==> src/rtl/seq_hit_monitor.sv <==
// Burst/gap monitor downstream of the serial sequence detector: counts match pulses,
// measures spacing between hits and raises an acknowledged interrupt on a burst.
module seq_hit_monitor #(
   parameter int CNT_W     = 8,
   parameter int GAP_W     = 8,
   parameter int BURST_N   = 3,
   parameter int BURST_GAP = 5
) (
   input  logic             clock,
   input  logic             reset,
   input  logic             hit_in,
   input  logic             enable,
   input  logic             clear,
   input  logic             irq_ack,
   output logic [CNT_W-1:0] hit_count,
   output logic [GAP_W-1:0] gap_last,
   output logic             irq,
   output logic             overflow,
   output logic [1:0]       state
);

   localparam int RUN_W = $clog2(BURST_N + 1);
   localparam logic [CNT_W-1:0] CNT_MAX     = '1;
   localparam logic [GAP_W-1:0] GAP_MAX     = '1;
   localparam logic [GAP_W-1:0] BURST_GAP_C = GAP_W'(BURST_GAP);
   localparam logic [RUN_W-1:0] BURST_N_C   = RUN_W'(BURST_N);

   typedef enum logic [1:0] {
      IDLE  = 2'b00,
      TRACK = 2'b01,
      ALERT = 2'b10
   } state_t;

   state_t           state_q, state_d;
   logic [CNT_W-1:0] count_q, count_d;
   logic [GAP_W-1:0] gap_cnt_q, gap_cnt_d;
   logic [GAP_W-1:0] gap_last_q, gap_last_d;
   logic [RUN_W-1:0] run_q, run_d, run_next;
   logic             irq_q, irq_d;
   logic             ovf_q, ovf_d;
   logic             hit;

   // NOTE: state registers use non-blocking assignments so every flop samples
   // the pre-edge value of its neighbours; blocking here would create order races.
   always_ff @(posedge clock) begin
      if (reset) begin
         state_q    <= IDLE;
         count_q    <= '0;
         gap_cnt_q  <= '0;
         gap_last_q <= '0;
         run_q      <= '0;
         irq_q      <= 1'b0;
         ovf_q      <= 1'b0;
      end else begin
         state_q    <= state_d;
         count_q    <= count_d;
         gap_cnt_q  <= gap_cnt_d;
         gap_last_q <= gap_last_d;
         run_q      <= run_d;
         irq_q      <= irq_d;
         ovf_q      <= ovf_d;
      end
   end

   // NOTE: every combinational output gets a hold default first, so no path
   // through the case/if tree can leave a signal unassigned and infer a latch.
   always_comb begin
      state_d    = state_q;
      count_d    = count_q;
      gap_cnt_d  = gap_cnt_q;
      gap_last_d = gap_last_q;
      run_d      = run_q;
      irq_d      = irq_q;
      ovf_d      = ovf_q;
      run_next   = '0;
      hit        = enable & hit_in;

      if (clear) begin
         state_d    = IDLE;
         count_d    = '0;
         gap_cnt_d  = '0;
         gap_last_d = '0;
         run_d      = '0;
         irq_d      = 1'b0;
         ovf_d      = 1'b0;
      end else begin
         if (hit) begin
            if (count_q == CNT_MAX) ovf_d = 1'b1;
            else                    count_d = count_q + CNT_W'(1);
            gap_cnt_d = GAP_W'(1);
         end else if (enable && state_q != IDLE && gap_cnt_q != GAP_MAX) begin
            gap_cnt_d = gap_cnt_q + GAP_W'(1);
         end

         case (state_q)
            IDLE: begin
               if (hit) begin
                  run_d   = RUN_W'(1);
                  state_d = TRACK;
               end
            end
            TRACK: begin
               if (hit) begin
                  gap_last_d = gap_cnt_q;
                  run_next   = (gap_cnt_q <= BURST_GAP_C) ? run_q + RUN_W'(1) : RUN_W'(1);
                  run_d      = run_next;
                  if (run_next == BURST_N_C) begin
                     irq_d   = 1'b1;
                     state_d = ALERT;
                  end
               end
            end
            ALERT: begin
               // Burst detection is suspended here; the ack restarts the run,
               // seeding it with a hit taken in the same cycle.
               if (hit) gap_last_d = gap_cnt_q;
               if (irq_ack) begin
                  irq_d   = 1'b0;
                  run_d   = hit ? RUN_W'(1) : RUN_W'(0);
                  state_d = TRACK;
               end
            end
            default: begin
               state_d = IDLE;
               irq_d   = 1'b0;
               run_d   = '0;
            end
         endcase
      end
   end

   assign hit_count = count_q;
   assign gap_last  = gap_last_q;
   assign irq       = irq_q;
   assign overflow  = ovf_q;
   assign state     = state_q;

endmodule

==> config.mk <==
export PLATFORM = sky130hd
export DESIGN_NAME = seq_hit_monitor
export DESIGN_NICKNAME = d
export VERILOG_FILES = /design/src/rtl/seq_hit_monitor.sv
export SDC_FILE = /design/constraint.sdc
export NUM_CORES = 1
export LEC_CHECK = 0
export BUFFER_PORTS_ARGS = -buffer_cell sky130_fd_sc_hd__buf_2
export CAP_MARGIN = 20
export CORE_ASPECT_RATIO = 0.8
export CORE_MARGIN = 5
export CORE_UTILIZATION = 40
export CTS_CLUSTER_SIZE = 14
export DETAILED_ROUTE_END_ITERATION = 6
export GPL_ROUTABILITY_DRIVEN = 0
export PLACE_DENSITY_LB_ADDON = 0.05
export SLEW_MARGIN = 20
export SYNTH_ARGS = -nofsm -noshare
export SYNTH_HDL_FRONTEND = slang
export SYNTH_SLANG_ARGS = --single-unit
==> constraint.sdc <==
create_clock -name clock -period 3.24 [get_ports clock]
set_clock_uncertainty 0.15 [all_clocks]
set_input_delay 0.648 -clock clock [delete_from_list [all_inputs] [get_ports clock]]
set_output_delay 0.648 -clock clock [all_outputs]
set_load 0.02 [all_outputs]
==> results of run 1 <==
worst min path at each step:
stage	start	end	slack, ns	cells past startpoint
global route	gap_last[6]	gap_last[6]	0.33	2
detailed placement	gap_last[7]	gap_last[7]	0.30	2
floorplan	run_q[1]	run_q[1]	0.30	2
CTS	gap_last[7]	gap_last[7]	0.31	2
finish	gap_last[7]	gap_last[7]	0.30	2
global placement	gap_last[5]	gap_last[5]	0.29	2
flip-flops by register name, indices dropped and copies added, names as in the netlist:
| name | flops |
|---|---|
| hit_count | 8 |
| gap_cnt_q | 8 |
| run_q | 2 |
| state | 2 |
| irq | 1 |
| gap_last | 8 |
| overflow | 1 |
worst min-delay path, cell delays in order (launching register included):
cell,delay [ns]
dfxtp_1,0.30
nand2_1,0.05
a21oi_1,0.05
per-stage QoR:
step / cells / setup slack, ns / utilization
floorplan: 177 / 1.23 / -
global placement: 242 / 1.22 / 0.450
detailed placement: 242 / 1.18 / 0.450
CTS: 250 / 1.22 / 0.488
global route: 250 / 1.04 / 0.488
finish: 250 / 1.22 / 0.488
area by class of cell:
class,instances,area (um^2)
clock inverter,2,60.1
inverter,6,22.5
fill,382,1910
tap,44,55.1
timing repair buffer,27,140
sequential,30,601
multi-input combinational,135,858
clock buffer,6,82.6
cells by family (layout without fill, tap and decap cells):
kind of cell / after synthesis / count (layout) / synth area share
AOI/OAI and AO/OA: 39 / 39 / 0.165
xor gates and xnor gates: 7 / 7 / 0.0405
adders and majority gates: 8 / 8 / 0.0661
buffers and inverters: 12 / 41 / 0.0372
DFF: 30 / 30 / 0.396
muxes: 2 / 2 / 0.0132
and+or+nand+nor: 79 / 79 / 0.282
power by group:
part / switching [mW] / leakage (nW) / internal, mW
Clock: 0.137 / 0.0714 / 0.328
Sequential: 0.00267 / 0.242 / 0.371
Combinational: 0.0277 / 0.385 / 0.0147
layer usage:
metal	global-route usage	vias up	routed length [um]
met1	0.196	648	1770
li1	-	696	-
met5	0	-	0
met2	0.217	23	1540
met4	0.0644	0	40
met3	0.0486	4	162
cell usage in the layout, fill, tap and decap left out, types with 3 or more instances in the layout:
cell type	count
nor2b_1	4
a21oi_1	15
inv_1	6
xor2_1	5
nand3_1	12
clkbuf_8	6
buf_2	25
nor2_1	16
nor3_1	6
ha_1	8
nand2_1	18
or4_1	3
dfxtp_1	30
o21ai_0	6
nand4_1	4
==> impl_metrics.yaml, run 1 <==
yosys:
  synth_edf_count: 0
  syn_avg_cell_area_um2: 8.56
  synth_area_leaders: "dfxtp_1, ha_1, a21oi_1, nand2_1, nand3_1"
  synthesis.area_um2: 1520
  synth_top_area_share: 0.396
  ys_warn_count: 0
  synthesis.nets: 191
  synth.most_common_cell: "dfxtp_1"
  yosysSeqAreaShare: 0.396
  yosysTopAreaCell: "dfxtp_1"
  synth_flop_cell: "dfxtp_1"
  synthTopCellsByCount: "dfxtp_1, nand2_1, nor2_1"
  synth-seq-cells: 30
  synth-async-reset-ratio: 0
  ys_types: 43
  synthCells: 177
setup_path:
  arrival_ns: 2.07
  crit_chain: "inv_1, ha_1, nor2b_1, nand4_1, or4_1, a21oi_1"
  crit_cells: 6
  rr_worst_depth: 6
  cp-end-kind: "flip-flop"
  rr_startpoint: "state[0]"
  endpoint: "gap_cnt_q[5]"
  critPathRequiredTime_ns: 3.29
  path_delay_family: "simple AND/OR/NAND/NOR gates"
  cp_max_fo: 7
  regToRegEndpoint: "gap_cnt_q[5]"
  path_buf_inv: 1
  critPathLaunch: "state[0]"
  cp-start-kind: "flip-flop"
  max_stage_delay_ns: 0.45
  slowest_stage: "or4_1"
  reg2reg_slack_ns: 1.22
  crit_type: "flip-flop to flip-flop"
detailed_routing:
  vias_per_cell: 5.48
  drtPass1Iterations: 4
  vias: 1371
  totalWireLength_mm: 3.52
  drtIter0Drc: 91
  detail_route.wl_per_cell_um: 14.1
  drc: 0
  ant_nets: 0
timing:
  max_freq_mhz: 495
  worst_slew_pin_slew_ns: 0.482
  slew_headroom: 0.678
  min_period_ns: 2.02
  finalSetupTns_ns: 0
  fin_hold_ws_ns: 0.303
  drv_slew: 0
  fin_crit_sh: 0.624
  rsz0062_at_grt: "no"
  hold_viol: 0
  setup_viol: 0
clocking:
  path_clk_slew_ns: 0.06
  numCtsBuffers: 5
  cts_setup_buffers: 0
  hold_buffers: 0
  cts.sinks: 30
  clockRootBuffer: "clkbuf_8"
  clock_latency_ns: 0.27
  cts_tree: "built"
  cts.repair.resized: 0
  clockBufferDepth: 2
  h-tree-depth: 2
power_and_ir_drop:
  ir_drop_mv: 0.257
  leakage_nw: 0.699
  powerDensity_nw_per_um2: 484
  total_power_mw: 0.881
place:
  dpl-instance-area_um2: 1680
  dp.final_hpwl_mm: 2.64
  port_buffers: 25
floorplanning:
  rows: 20
  start_util: 0.406
  ioPinCount: 26
  coreArea_um2: 3730
  die_y_um: 65.1
  die_x_um: 78.8
  die_area_um2: 5130
global_route:
  grt_max_degree: 22
  overflow: 0
  track_usage: 0.148
  grt_pass1_vias: 1333
  antenna_found_initial: 0
  grt_first_pass_wirelength_mm: 5.98
run:
  cap_violations: 0
layout:
  area_growth_pct: 20.1
  nNetsFinal: 219
  antenna_cells: 0
  final_area_um2: 1820
  drive_gt1_frac: 0.194
min_path:
  hp-class: "flip-flop to flip-flop"
status:
  outcome: "finished clean"
Note: power is estimated with default switching activity, not from simulation.
==> inputs of run 2 (changes only) <==
- clock period: 3.24 -> 1.7 ns (I/O delays scaled with it)
==> run 2 against run 1 <==
  * The flow now finishes with violations (negative setup slack)
  * Sequential power increased by 90%
  * Routed wire length up 13%
  * Maximum frequency is 18% higher
  * Critical path depth did not move
  * Cell area up 17%
  * Worst hold slack got worse by 0.093 ns
  * Sequential cell count stayed put
  * Register-to-register slack got worse by 1.2 ns
  * Via count up 6.9%
  * First-iteration DRC count shrank 38%
  * Utilization increased by 8.3 points
==> impl_metrics.yaml, run 2 (synthesized netlist as in run 1, its figures left out) <==
clocking:
  h-tree-depth: 2
  cts.sinks: 30
  clockBufferDepth: 2
  path_clk_slew_ns: 0.07
  clock_latency_ns: 0.28
  cts_tree: "built"
  clockRootBuffer: "clkbuf_8"
  numCtsBuffers: 5
  hold_buffers: 0
layout:
  nNetsFinal: 243
  area_growth_pct: 40.5
  final_area_um2: 2130
  layout_common_cells: "buf_4, buf_2, dfxtp_1, nand2_1, nor2_1"
  antenna_cells: 0
  finalNonFillerCells: 274
  final_util: 0.571
  final_common_cell: "buf_4"
  drive_gt1_frac: 0.435
power_and_ir_drop:
  pwr-share-comb: 0.087
  p_sw_mw: 0.354
  power_frac_seq: 0.492
  internal-power_mw: 1.09
  total_power_mw: 1.44
  power_switching_share: 0.246
  powerDensity_nw_per_um2: 676
  ir_drop_mv: 0.588
  clkPwrFrac: 0.421
  leakage_nw: 0.820
floorplanning:
  die_x_um: 78.8
  start_util: 0.406
  ioPinCount: 26
  die_area_um2: 5130
  coreArea_um2: 3730
  rows: 20
  die_y_um: 65.1
global_route:
  grt_max_degree: 22
  antenna_found_initial: 0
  grt_pass1_vias: 1500
  grt_first_pass_wirelength_mm: 6.67
  overflow: 0
  track_usage: 0.164
detailed_routing:
  ant_nets: 0
  met3WireLength_um: 112
  totalWireLength_mm: 3.96
  drtIter0Drc: 56
  detail_route.wl_per_cell_um: 14.5
  met2_length_mm: 1.88
  vias_per_cell: 5.35
  met1_length_mm: 1.93
  drc: 0
  routed.top_layer: "met4"
  drtPass1Iterations: 4
  vias: 1465
place:
  port_buffers: 25
  dp.final_hpwl_mm: 2.83
  dpl-instance-area_um2: 1860
  pre_cts_ws_ns: -0.0860
  dp_cells: 262
timing:
  worst_slew_pin_slew_ns: 0.272
  finalSetupTns_ns: -0.0159
  finalWorstSetupSlack_ns: -0.0159
  min_period_ns: 1.72
  drv_slew: 0
  hold_viol: 0
  fin_crit_sh: 1.01
  slew_headroom: 0.818
  fin_hold_ws_ns: 0.210
  setup_viol: 1
  max_freq_mhz: 583
  rsz0062_at_grt: "yes"
min_path:
  holdPathStages: 3
  hp-start: "clear"
  hold_end: "hit_count[7]"
  hp-class: "input pin to flip-flop"
setup_path:
  crit_chain: "inv_4, ha_4, nor2b_4, nand4_1, or4_4, a21oi_2"
  rr_startpoint: "state[1]"
  cp-end-kind: "flip-flop"
  path_delay_family: "simple AND/OR/NAND/NOR gates"
  reg2reg_slack_ns: -0.02
  critPathRequiredTime_ns: 1.77
  path_buf_inv: 1
  regToRegEndpoint: "gap_cnt_q[5]"
  cp_max_fo: 4
  rr_worst_depth: 6
  crit_type: "flip-flop to flip-flop"
  cp-start-kind: "flip-flop"
  max_stage_delay_ns: 0.45
  arrival_ns: 1.78
  slowest_stage: "or4_4"
status:
  violations: "negative setup slack"
  outcome: "finished with violations"
run:
  cap_violations: 0
## run 2: cell type report
type                    instances  area, um^2
inverters                       6        27.5
clock inverters                 2        11.3
multi-input cells             135        1010
clock buffers                   6        82.6
repair buffers                 51         320
well taps                      44        55.1
fillers                       344        1600
flip-flops and latches         30         619
## run 2: repair_timing
item                       CTS  global route
setup endpoints to repair    5            18
setup buffers                3             1
gates resized for setup     12            28
pin swaps                    4            13
## run 2: layer usage
layer  up-vias  GRT usage
met5         -          0
met4         0     0.0601
met3         4     0.0403
met2        21      0.270
met1       691      0.208
li1        749          -
## run 2: how the worst max path moves through the flow
stage	slack [ns]	cells after the start	start	to
finish	-0.02	6	state[1]	gap_cnt_q[5]
global route	-0.09	6	state[1]	gap_cnt_q[5]
CTS	-0.009	6	gap_cnt_q[1]	run_q[0]
detailed placement	-0.09	7	state[1]	gap_cnt_q[7]
global placement	-0.06	7	state[1]	gap_cnt_q[7]
floorplan	-0.06	6	state[0]	state[0]
## run 2: worst min-delay path: cells and delay by family
kind	cells	cell delay, ns
simple gates	1	0.10
buf+inv	1	0.09
mux	1	0.06
## run 2: power groups by stage
stage               registers [mW]  logic, mW  clock network (mW)
floorplan                    0.728     0.0549                   0
CTS                          0.710      0.112               0.624
global placement             0.726      0.103                   0
finish                       0.709      0.125               0.606
global route                 0.709      0.137               0.654
detailed placement           0.727      0.104                   0
